[src/rtl/fetch_pkg.sv]
// Shared encodings for the instruction fetch unit: sequencer states and
// instruction-source mode constants.
package fetch_pkg;

    typedef enum logic [1:0] {
        ST_IDLE = 2'd0,
        ST_RUN  = 2'd1,
        ST_STOP = 2'd2
    } fetch_state_e;

    localparam logic MODE_EXT = 1'b0;
    localparam logic MODE_ROM = 1'b1;

endpackage

[src/rtl/instr_fifo.sv]
// Synchronous prefetch FIFO with flush; dout reads as zero while empty.
// A push while full is accepted only when a pop frees the slot in the same cycle.
module instr_fifo #(
    parameter int WIDTH = 25,
    parameter int DEPTH = 4
) (
    input  logic                     clk,
    input  logic                     reset_n,
    input  logic                     push,
    input  logic                     pop,
    input  logic                     flush,
    input  logic [WIDTH-1:0]         din,
    output logic [WIDTH-1:0]         dout,
    output logic [$clog2(DEPTH):0]   count,
    output logic                     full,
    output logic                     empty
);

    localparam int PTR_W = $clog2(DEPTH);
    localparam logic [PTR_W-1:0] PTR_ONE = 1;
    localparam logic [PTR_W:0]   CNT_ONE = 1;

    logic [WIDTH-1:0] mem [DEPTH];
    logic [PTR_W-1:0] rd_ptr;
    logic [PTR_W-1:0] wr_ptr;
    logic             do_push;
    logic             do_pop;

    assign empty   = (count == '0);
    assign full    = (count == (PTR_W+1)'(DEPTH));
    assign do_pop  = pop && !empty;
    assign do_push = push && (!full || do_pop);
    assign dout    = empty ? '0 : mem[rd_ptr];

    always_ff @(posedge clk or negedge reset_n) begin
        if (!reset_n) begin
            rd_ptr <= '0;
            wr_ptr <= '0;
            count  <= '0;
        end else if (flush) begin
            rd_ptr <= '0;
            wr_ptr <= '0;
            count  <= '0;
        end else begin
            if (do_push) wr_ptr <= wr_ptr + PTR_ONE;
            if (do_pop)  rd_ptr <= rd_ptr + PTR_ONE;
            case ({do_push, do_pop})
                2'b10:   count <= count + CNT_ONE;
                2'b01:   count <= count - CNT_ONE;
                default: count <= count;
            endcase
        end
    end

    always_ff @(posedge clk) begin
        if (do_push && !flush) mem[wr_ptr] <= din;
    end

endmodule

[src/rtl/instr_fetch_unit.sv]
// Instruction sequencer: external word source or PC-driven ROM prefetch into a
// small FIFO presented to the control unit with a valid/ready handshake.
//
//   state   | meaning
//   IDLE    | not fetching (reset, run low, mode change or external mode)
//   RUN     | issuing ROM reads while FIFO + in-flight has room
//   STOP    | last address fetched with wrapping disabled; waits for jump & run
module instr_fetch_unit
    import fetch_pkg::*;
#(
    parameter int INSTR_W    = 25,
    parameter int ADDR_W     = 3,
    parameter int FIFO_DEPTH = 4,
    parameter bit WRAP       = 1'b1
) (
    input  logic               clk,
    input  logic               reset_n,
    input  logic               run,
    input  logic               mode,
    input  logic [INSTR_W-1:0] ext_func,
    input  logic               ext_valid,
    output logic               ext_ready,
    output logic               mem_en,
    output logic [ADDR_W-1:0]  mem_addr,
    input  logic [INSTR_W-1:0] mem_data,
    input  logic               jump,
    input  logic [ADDR_W-1:0]  jump_addr,
    output logic [INSTR_W-1:0] instr_out,
    output logic               instr_valid,
    input  logic               instr_ready,
    output logic [ADDR_W-1:0]  pc,
    output logic [1:0]         state
);

    localparam int CNT_W = $clog2(FIFO_DEPTH) + 1;
    localparam logic [ADDR_W-1:0] PC_LAST = '1;
    localparam logic [ADDR_W-1:0] PC_ONE  = 1;

    fetch_state_e       state_q, state_d;
    logic [ADDR_W-1:0]  pc_q, pc_d;
    logic               mode_q;
    logic               inflight_q;
    logic               mode_chg;
    logic               rom_mode;
    logic               jump_rom;
    logic               flush;
    logic               issue;
    logic               at_end;
    logic               push;
    logic               pop;
    logic [INSTR_W-1:0] push_data;
    logic [CNT_W-1:0]   fifo_count;
    logic [CNT_W:0]     occupancy;
    logic               fifo_full;
    logic               fifo_empty;

    assign mode_chg  = (mode != mode_q);
    assign rom_mode  = (mode == MODE_ROM) && !mode_chg;
    assign jump_rom  = rom_mode && jump;
    assign flush     = mode_chg || jump_rom;
    assign at_end    = (pc_q == PC_LAST) && !WRAP;

    // The in-flight read already owns a FIFO slot, so a landing push can never overrun.
    assign occupancy = {1'b0, fifo_count} + {{CNT_W{1'b0}}, inflight_q};
    assign issue     = rom_mode && !jump && (state_q == ST_RUN) &&
                       (occupancy < (CNT_W+1)'(FIFO_DEPTH));

    assign ext_ready = (mode == MODE_EXT) && !mode_chg && !fifo_full;
    assign push      = (inflight_q && !flush) || (ext_valid && ext_ready);
    assign push_data = inflight_q ? mem_data : ext_func;
    assign pop       = instr_valid && instr_ready;

    assign mem_en      = issue;
    assign mem_addr    = pc_q;
    assign pc          = pc_q;
    assign state       = state_q;
    assign instr_valid = !fifo_empty;

    always_comb begin
        state_d = state_q;
        pc_d    = pc_q;
        if (mode_chg || (mode == MODE_EXT)) begin
            state_d = ST_IDLE;
        end else begin
            case (state_q)
                ST_IDLE: if (run) state_d = ST_RUN;
                ST_RUN: begin
                    if (!run)                state_d = ST_IDLE;
                    else if (issue && at_end) state_d = ST_STOP;
                end
                ST_STOP: if (jump && run) state_d = ST_RUN;
                default: state_d = ST_IDLE;
            endcase
        end
        if (jump_rom)               pc_d = jump_addr;
        else if (issue && !at_end)  pc_d = pc_q + PC_ONE;
    end

    always_ff @(posedge clk or negedge reset_n) begin
        if (!reset_n) begin
            state_q    <= ST_IDLE;
            pc_q       <= '0;
            mode_q     <= MODE_EXT;
            inflight_q <= 1'b0;
        end else begin
            state_q    <= state_d;
            pc_q       <= pc_d;
            mode_q     <= mode;
            inflight_q <= issue;
        end
    end

    instr_fifo #(
        .WIDTH (INSTR_W),
        .DEPTH (FIFO_DEPTH)
    ) u_fifo (
        .clk     (clk),
        .reset_n (reset_n),
        .push    (push),
        .pop     (pop),
        .flush   (flush),
        .din     (push_data),
        .dout    (instr_out),
        .count   (fifo_count),
        .full    (fifo_full),
        .empty   (fifo_empty)
    );

endmodule

[config.mk]
export PLATFORM = sky130hd
export DESIGN_NAME = instr_fetch_unit
export DESIGN_NICKNAME = d
export VERILOG_FILES = /design/src/rtl/fetch_pkg.sv /design/src/rtl/instr_fifo.sv /design/src/rtl/instr_fetch_unit.sv
export SDC_FILE = /design/constraint.sdc
export NUM_CORES = 1
export LEC_CHECK = 0
export BUFFER_PORTS_ARGS = -buffer_cell sky130_fd_sc_hd__clkbuf_2
export CAP_MARGIN = 15
export CORE_MARGIN = 3
export CORE_UTILIZATION = 40
export CTS_CLUSTER_SIZE = 30
export DETAILED_ROUTE_END_ITERATION = 10
export GPL_ROUTABILITY_DRIVEN = 0
export HOLD_SLACK_MARGIN = 0.03
export SLEW_MARGIN = 20
export SYNTH_ARGS = -nofsm -noshare
export SYNTH_HDL_FRONTEND = slang
export SYNTH_SLANG_ARGS = --single-unit
[constraint.sdc]
create_clock -name clk -period 2.1 [get_ports clk]
set_input_delay 0.105 -clock clk [delete_from_list [all_inputs] [get_ports clk]]
set_output_delay 0.105 -clock clk [all_outputs]
set_load 0.01 [all_outputs]
==> key figures <==
Synthesis
  • Synth area leaders: edfxtp_1, mux4_2, dfrtp_1, mux2_2, and2_1
  • Synth Register Bits: about 110
  • Async SR Flop Fraction: 11.5%
  • Most frequent cell after synthesis: edfxtp_1
  • Netlist cell types: 40
  • Synth Warn #: 0
  • Syn nets: 349
  • Register area share after synthesis: 66.9%
  • Synth area leader: edfxtp_1
  • Post-synth EDFFs: 100
  • Synth top area share: 60.4%
  • Cells after Synth: 281
  • Cell area after synthesis: 0.00497 mm²
  • Syn_area_per_cell: roughly 18 µm²
  • Most common library cells after synthesis: edfxtp_1, and2_1, mux2_2, mux4_2, dfrtp_1
  • Predominant post-synthesis flop cell: edfxtp_1

Final layout
  • Synth-to-Final Area Change: 29.5%
  • Share of cells above drive strength 1: 49.9%
  • Area occupied by multi-input gates: 0.00156 mm²
  • Final std cells w/o fill: 587
  • Fill cell count: 1022
  • Layout net count: 474
  • Number of diodes: 0
  • Reg area: 0.00333 mm²

Global route
  • Antenna violations before repair: 0
  • First-pass GRT wire length: about 17000 µm
  • Largest net degree at the start of global routing: 26
  • GRT overflow: 0
  • Gr usage total: between 10% and 20%
  • Vias in the first global route: 3108

Worst hold path
  • Hold path startpoint: mem_data[12]
  • Hold Path Cell Cnt: 2
  • Hold path endpoint: u_fifo.mem[3][12]
  • Hold Path Class: in2reg

Worst setup path
  • CP required: 2.00 ns
  • WP buf/inv: 3
  • Worst r2r src: u_fifo.count[0]
  • Critical-path cell list: buf_4 -> or3_4 -> buf_6 -> and2_1 -> clkbuf_2
  • Crit path capture type: primary output
  • Cell count along the critical path: 5
  • CP delay by family, top: simple AND/OR/NAND/NOR gates
  • CP Launch Type: flip-flop
  • Crit Path Max Fanout: 14
  • Worst reg-to-reg path cell count: 7
  • R2r setup slk: 0.09 ns
  • Critical Path AT: around 1.9 ns
  • Reg-to-reg endpoint: u_fifo.count[2]
  • Crit Path Class: reg2out
  • CP max stage delay: 0.45 ns
  • Slowest stage cell, crit path: dfrtp_2

STA
  • RSZ-0062 raised after global routing: true
  • Endpoints failing setup: 0
  • Min cycle time layout: 2.02 ns
  • Max Clk Rate: 496 MHz
  • Final setup skew: 0.00733 ns
  • Slew Limit Fails: 0
  • Final hold vios: 0
  • Final period util: between 90% and 100%
  • Hold slack: 0.0642 ns

CTS
  • CTS clk-pin slew, worst paths: 0.05 ns
  • Sink Count: 113
  • Root Buffer: clkbuf_16
  • CTS tree: yes
  • H-tree depth: 4
  • Clock latency on the worst-skew pair: 0.40 ns
  • CTS Buf Count: 17
  • Clock tree buffer depth: 2

Routing
  • 1st-pass router iterations: 4
  • Iter 0 DRT Violations: 147
  • Post-Route WL: 10000 µm
  • Routed via count: around 2900
  • Drc violations: 0
  • WL/cell: 17.0 µm
  • Antenna Violating Nets Remaining: 0
  • Vias per inst: 4.95

Floorplanning
  • Initial Util: between 40 and 50%
  • Die area: 0.0138 mm²
  • Die W: between 100 and 150 µm
  • Core Box Area: 0.0121 mm²
  • Ports: 96
  • Chip height: 117 µm
  • Row cnt: 40

Pwr
  • P_leak: about 0.0024 µW
  • Max IR drop VDD: 0.567 mV
  • Power per Cell Area: 991 mW/mm²

Placement
  • Port bufs: 94
  • Detail Placement HPWL: 7010 µm
  • Dpl cells: 549

Status
  • Outcome: finished clean

Flow run
  • MaxCap Viol Count: 0
worst max path at each step:
| stage | start | end | slack, ns |
|---|---|---|---|
| 2_1_floorplan | mode_q | u_fifo.count[2] | 0.0003 |
| 3_3_place_gp | mode_q | u_fifo.mem[3][14] | 0.002 |
| 3_5_place_dp | mode_q | u_fifo.count[2] | -0.08 |
| 4_1_cts | u_fifo.count[1] | instr_out[11] | 0.009 |
| 5_1_grt | u_fifo.count[0] | u_fifo.count[2] | -0.03 |
| 6_report | u_fifo.count[1] | instr_out[11] | 0.08 |
registers in the layout, summed over array words and instances, names as in the netlist:
| name | flops |
|---|---|
| u_fifo.mem | 100 |
| mem_addr | 3 |
| u_fifo.count | 3 |
| u_fifo.rd_ptr | 2 |
| u_fifo.wr_ptr | 2 |
| inflight_q | 1 |
| mode_q | 1 |
| state | 1 |
kinds of logic after synthesis:
logic type | after synthesis | synth area share (%)
fa+ha+maj | 8 | 2.16
other cells | 1 | 0.0754
flops | 113 | 66.9
mux | 53 | 17.6
simple gates | 58 | 6.79
buf+inv | 24 | 2.54
compound gates | 19 | 3.02
xor+xnor | 5 | 0.881
where the power goes:
part | internal [µW] | switching [µW]
Combinational | 658 | 639
Clock | 1610 | 917
Sequential | 2510 | 50.5
cells in the final DEF (no fill, tap or decap), drive strengths merged, types with 2 or more instances in the layout:
master / synthesis / layout
a21oi: 5 / 5
ha: 7 / 7
nand2: 7 / 7
dfrtp: 13 / 13
nor2: 9 / 9
mux2i: 3 / 3
mux2: 25 / 25
and2: 31 / 31
mux4: 25 / 25
edfxtp: 100 / 100
o31a: 2 / 2
clkinvlp: 0 / 2
dlygate4sd3: 0 / 6
buf: 13 / 24
nand3: 2 / 2
clkbuf: 5 / 115
xor2: 3 / 3
o21ai: 3 / 3
a31oi: 2 / 2
clkinv: 0 / 8
inv: 6 / 6
xnor2: 2 / 2
area by class of cell:
class,count,share of cell area (%)
clock inverters,11,1.42
inverters,6,0.350
clock buffers,21,6.84
well taps,168,3.26
repair buffers,124,12.2
multi-input cells,144,24.2
flip-flops and latches,113,51.7
metal layers:
metal / global-route usage (%) / share of wire [%]
met1: 19.5 / 42
met2: 25.3 / 51
met3: 5.38 / 5.9
met4: 6.52 / 1.6
met5: 0 / 0
repair_timing:
| action | 4_1_cts | 5_1_grt |
|---|---|---|
| endpoints found under the setup margin | 27 | 26 |
| resized for setup | 3 | 9 |
| hold endpoints to repair | 18 | 0 |
| buffers inserted | 0 | 0 |
| hold buffers | 6 | 0 |
| pin swaps | 2 | 1 |
through the flow:
step	instance area (µm²)	util, %	total power [µW]	setup TNS, ns	worst slack, ns
finish	6440	53.4	6390	0	0.0836
global route	6440	53.4	6710	-0.0289	-0.0289
global placement	5800	48.1	3830	0	0.00188
floorplan	4980	-	3360	0	0.000293
detailed placement	5800	48.1	3860	-0.0776	-0.0776
CTS	6400	53.0	6420	0	0.00901
(Power assumes the default switching activity.)
